File: src/rtl/i2s_rx_if.sv
// Stereo I2S receive bus: serial word-select/data in, parallel stereo pair out.
interface i2s_rx_if #(
  parameter int WIDTH = 24
);
  logic             lrclk;
  logic             sdin;
  logic [WIDTH-1:0] data_l;
  logic [WIDTH-1:0] data_r;
  logic             dvalid;
  logic             err;

  modport master (
    output lrclk, sdin,
    input  data_l, data_r, dvalid, err
  );

  modport slave (
    input  lrclk, sdin,
    output data_l, data_r, dvalid, err
  );
endinterface

File: src/rtl/i2s_rx_stereo.sv
// Stereo I2S / left-justified receiver; emits complete L/R pairs
// with a one-cycle dvalid strobe and flags short slots on err.
module i2s_rx_stereo #(
  parameter int WIDTH = 24,
  parameter int MODE  = 0
) (
  input logic     sclk,
  input logic     rst,
  i2s_rx_if.slave bus
);
  localparam int CW = $clog2(WIDTH);

  typedef enum logic [1:0] {
    IDLE,
    SHIFT,
    DONE
  } state_t;

  state_t           state;
  state_t           state_n;
  logic             prev_lr;
  logic             chan;
  logic [CW-1:0]    cnt;
  logic [WIDTH-2:0] sr;
  logic [WIDTH-1:0] word;
  logic [WIDTH-1:0] hold_l;
  logic             left_ok;

  logic edge_det;
  logic last;
  logic start;
  logic shift_en;
  logic complete;
  logic frame_err;

  assign edge_det = bus.lrclk != prev_lr;
  assign last     = cnt == CW'(WIDTH - 1);
  assign word     = {sr, bus.sdin};

  always_ff @(posedge sclk) begin
    if (rst) state <= IDLE;
    else     state <= state_n;
  end

  always_comb begin
    state_n   = state;
    start     = 1'b0;
    shift_en  = 1'b0;
    complete  = 1'b0;
    frame_err = 1'b0;
    unique case (state)
      IDLE: begin
        if (edge_det) begin
          start   = 1'b1;
          state_n = SHIFT;
        end
      end
      SHIFT: begin
        if (edge_det) begin
          start   = 1'b1;
          state_n = SHIFT;
          // In I2S mode the LSB may share its cycle with the next edge
          if (MODE == 0 && last) begin
            shift_en = 1'b1;
            complete = 1'b1;
          end else begin
            frame_err = 1'b1;
          end
        end else begin
          shift_en = 1'b1;
          if (last) begin
            complete = 1'b1;
            state_n  = DONE;
          end
        end
      end
      DONE: begin
        if (edge_det) begin
          start   = 1'b1;
          state_n = SHIFT;
        end
      end
      default: state_n = IDLE;
    endcase
  end

  always_ff @(posedge sclk) begin
    prev_lr <= bus.lrclk;
    if (rst) begin
      chan       <= 1'b0;
      cnt        <= '0;
      sr         <= '0;
      hold_l     <= '0;
      left_ok    <= 1'b0;
      bus.data_l <= '0;
      bus.data_r <= '0;
      bus.dvalid <= 1'b0;
      bus.err    <= 1'b0;
    end else begin
      bus.dvalid <= 1'b0;
      bus.err    <= frame_err;
      if (shift_en || (start && MODE == 1))
        sr <= word[WIDTH-2:0];
      if (start) begin
        chan <= bus.lrclk;
        cnt  <= (MODE == 1) ? CW'(1) : '0;
      end else if (shift_en) begin
        cnt <= cnt + 1'b1;
      end
      if (frame_err)
        left_ok <= 1'b0;
      if (complete) begin
        if (!chan) begin
          hold_l  <= word;
          left_ok <= 1'b1;
        end else begin
          left_ok <= 1'b0;
          if (left_ok) begin
            bus.data_l <= hold_l;
            bus.data_r <= word;
            bus.dvalid <= 1'b1;
          end
        end
      end
    end
  end
endmodule
File: src/flat_wrapper.sv
// flat-port wrapper written by rule: the top's interface ports become plain ports
module i2s_rx_stereo_flat 
#(
  parameter int WIDTH = 24,
  parameter int MODE  = 0
)
  (sclk, rst, bus_lrclk, bus_sdin, bus_data_l, bus_data_r, bus_dvalid, bus_err);
  i2s_rx_if #(.WIDTH(WIDTH)) bus_i ();
  input logic sclk;
  input logic rst;
  input wire logic [$bits(bus_i.lrclk)-1:0] bus_lrclk;
  input wire logic [$bits(bus_i.sdin)-1:0] bus_sdin;
  output wire logic [$bits(bus_i.data_l)-1:0] bus_data_l;
  output wire logic [$bits(bus_i.data_r)-1:0] bus_data_r;
  output wire logic [$bits(bus_i.dvalid)-1:0] bus_dvalid;
  output wire logic [$bits(bus_i.err)-1:0] bus_err;
  assign bus_i.lrclk = bus_lrclk;
  assign bus_i.sdin = bus_sdin;
  assign bus_data_l = bus_i.data_l;
  assign bus_data_r = bus_i.data_r;
  assign bus_dvalid = bus_i.dvalid;
  assign bus_err = bus_i.err;
  i2s_rx_stereo #(.WIDTH(WIDTH), .MODE(MODE)) u_core (.sclk(sclk), .rst(rst), .bus(bus_i));
endmodule
File: config.mk
export PLATFORM = sky130hd
export DESIGN_NAME = i2s_rx_stereo_flat
export DESIGN_NICKNAME = d
export VERILOG_FILES = /design/src/rtl/i2s_rx_if.sv /design/src/rtl/i2s_rx_stereo.sv /design/src/flat_wrapper.sv
export SDC_FILE = /design/constraint.sdc
export NUM_CORES = 1
export LEC_CHECK = 0
export BUFFER_PORTS_ARGS = -buffer_cell sky130_fd_sc_hd__buf_2
export CAP_MARGIN = 0
export CORE_ASPECT_RATIO = 1.1
export CORE_MARGIN = 10
export CORE_UTILIZATION = 40
export DETAILED_ROUTE_END_ITERATION = 6
export REMOVE_ABC_BUFFERS = 1
export SETUP_SLACK_MARGIN = 0.2
export SLEW_MARGIN = 10
export SYNTH_ARGS = -nofsm -noshare
export SYNTH_HDL_FRONTEND = slang
export SYNTH_SLANG_ARGS = --single-unit
File: constraint.sdc
create_clock -name sclk -period 2 [get_ports sclk]
set_clock_uncertainty 0.05 [all_clocks]
set_input_delay 0.2 -clock sclk [delete_from_list [all_inputs] [get_ports sclk]]
set_output_delay 0.2 -clock sclk [all_outputs]
set_load 0.1 [all_outputs]
==> flow_summary.toml <==
[synthesis]
syn_inst = 379
async_flop_share_pct = 0
synthTopCellsByArea = "dfxtp_1 (50%), mux2i_1 (23%), nand2b_1 (14%)"
synth-edff-count = 0
yosys_warnings = 0
syn-cell-area_sq_mm = 0.00426
synth_top_area_share_pct = 50.2
synth_flop_cell = "dfxtp_1"
syn_area_per_cell_sq_um = 11.2
yosysSeqAreaShare_pct = 50.2
synth_cell_types = 33
synth.largest_area_cell = "dfxtp_1"
synth-seq-cells = 107

[finish]
design_area_sq_mm = 0.00502
multi_input_area_sq_mm = 0.00194
fillers = 968
fin_cells = 576
layout.nets = 433
final_common_cell = "dfxtp_1"
drive_gt1_share_pct = 20.3
final_cell_mix = "dfxtp_1 (106), nand2b_1 (97), mux2i_1 (97)"
seq_area_sq_mm = 0.00214
antenna_cells = 0
syn2layout_area_growth_pct = 17.9

[routing]
drc = 0
wl_per_cell_um = 14.1
drt-pass1-iter-count = 4
ant_nets = 0
drt_iter0_drc = 100
num_vias = 2680
routed_wl_mm = 8.13
viasPerCell = 4.65

[worst_setup_path]
r2r-end = "u_core.hold_l[5]$_SDFFE_PP0P_"
r2r_cells = 6
crit_type = "register to register"
start_kind = "register"
reg2reg_slack_ns = 0.29
crit_fanout = 11
crit_arrival_ns = 1.88
endpoint_kind = "register"
rr_startpoint = "u_core.cnt[1]$_SDFFE_PP0P_"
cp_data_required_time_ns = 2.18

[power_and_ir_drop]
ir_drop_v = 0.000373
p_leak_nw = 2.07
powerDensity_mw_per_mm2 = 836

[floorplan]
fp.dieH_um = 128
io_pins = 54
fp-row-count = 39
initial_utilization_pct = 41.0
dieArea_sq_mm = 0.0152
core_sq_mm = 0.0104
die_x_um = 118

[worst_hold_path]
hp-class = "input port to register"
min_to = "u_core.hold_l[0]$_SDFFE_PP0P_"
hold_path_depth = 3
hp-start = "bus_sdin"

[cts]
clk_pin_slew_worst_paths_ns = 0.07
insertion_delay_ns = 0.34
cts_buffer_depth = 2
numCtsBuffers = 9
h-tree-depth = 3
cts_tree = "built"
cts.sinks = 107
root_buffer = "clkbuf_16"

[sta]
rsz0062_at_grt = "no"
hold_viol = 0
max_slew_margin_pct = 66.9
clock.fmax_ghz = 0.585
min_period_over_period_pct = 85.4
setup_viol = 0
min_period_ns = 1.71
setup_slack_ns = 0.291
finalSetupTns_ns = 0
worst_pin_slew_ns = 0.499
report.final.slew_viol_count = 0

[global_route]
grt_usage_pct = 10.5
grt_pass1_vias = 2598
antenna_found_initial = 0
grt_pass1_wl_mm = 13.2
grt_max_degree = 76
overflow = 0

[flow_run]
drv_cap = 0

[placed_design]
dp.cells = 557
dp.final_hpwl_mm = 5.10
gp_congestion = 0.702
place_area_sq_mm = 0.00461
pre_cts_slack_ns = 0.199
portBuffers = 53

[status]
status = "completed"
## kinds of logic after synthesis
| kind of cell | Yosys count | synth area share, % |
|---|---|---|
| AOI/OAI and AO/OA | 21 | 3.08 |
| buffers and inverters | 28 | 4.84 |
| xor gates and xnor gates | 2 | 0.587 |
| adders and majority gates | 1 | 0.293 |
| muxes | 97 | 22.8 |
| DFF | 107 | 50.2 |
| and+or+nand+nor | 123 | 18.2 |
## worst max-delay path, stage by stage, from the launching register on
cell and delay [ns]:
dfxtp_1 0.38, ha_2 0.21, nand4b_1 0.09, buf_4 0.20, or3_4 0.36, buf_6 0.18, mux2i_1 0.12
## per-layer routing
metal / wire, um / GRT usage (%) / vias up
met2: 3710 / 16.0 / 39
met4: 105 / 4.10 / 0
met3: 322 / 3.35 / 7
li1: - / - / 1378
met5: 0 / 0 / -
met1: 3990 / 13.6 / 1256
## per-stage QoR
step                      util (%)  power, mW  hold WS, ns
final                         48.3       4.20        0.147
after global routing          48.3       4.35        0.164
after global placement        44.4       2.36        0.336
after CTS                     47.6       4.24        0.147
after floorplan                  -       2.30        0.178
after detailed placement      44.4       2.36        0.343
## how the worst max path moves through the flow
| stage | from | slack, ns | cells past startpoint | to |
|---|---|---|---|---|
| after floorplan | u_core.cnt[0]$_SDFFE_PP0P_ | -0.83 | 4 | u_core.bus.data_l[0]$_SDFFE_PP0P_ |
| after global placement | u_core.cnt[0]$_SDFFE_PP0P_ | 0.26 | 5 | u_core.bus.data_r[0]$_SDFFE_PP0P_ |
| after detailed placement | u_core.cnt[0]$_SDFFE_PP0P_ | 0.20 | 5 | u_core.bus.data_r[0]$_SDFFE_PP0P_ |
| after CTS | u_core.cnt[0]$_SDFFE_PP0P_ | 0.21 | 6 | u_core.hold_l[12]$_SDFFE_PP0P_ |
| after global routing | u_core.cnt[1]$_SDFFE_PP0P_ | 0.19 | 7 | u_core.bus.data_r[7]$_SDFFE_PP0P_ |
| final | u_core.cnt[1]$_SDFFE_PP0P_ | 0.29 | 6 | u_core.hold_l[5]$_SDFFE_PP0P_ |
## power by group
part | total, mW | switching, mW | internal [mW]
sequential | 2.15 | 0.0137 | 2.14
clock | 1.88 | 0.752 | 1.13
combinational | 0.164 | 0.0892 | 0.0749
## layout make-up
cell class,instances,area share [%]
sequential,107,42.7
multi-input combinational,244,38.6
timing repair buffer,64,8.62
clock buffer,12,4.91
tap,143,3.56
clock inverter,4,1.47
inverter,2,0.149
## Yosys cell counts, drive strengths merged (2+ instances only)
| cell type | instances |
|---|---|
| a311oi | 2 |
| nand2b | 98 |
| a21oi | 7 |
| or4 | 2 |
| dfxtp | 107 |
| nor2b | 2 |
| nor2 | 4 |
| clkbuf | 13 |
| nor3 | 3 |
| buf | 13 |
| inv | 2 |
| or3 | 3 |
| nand2 | 4 |
| o21ai | 8 |
| mux2i | 97 |
| a211oi | 3 |
| nand3 | 2 |
## sequential cells by signal (all words and copies together) (netlist names)
name and count:
u_core.hold_l 24, u_core.left_ok 1, u_core.state 2, u_core.chan 1, u_core.bus.dvalid 1, u_core.prev_lr 1
u_core.sr 23, u_core.bus.err 1, u_core.bus.data_l 24, u_core.bus.data_r 24, u_core.cnt 5
## timing repair
item | 4_1_cts | 5_1_grt
cloned | 0 | 1
hold buffers | 1 | 0
endpoints found under the setup margin | 7 | 66
pin swaps | 0 | 1
hold endpoints to repair | 1 | 0
gates resized for setup | 1 | 8
buffers inserted | 0 | 1
Note: power is estimated with default switching activity, not from simulation.
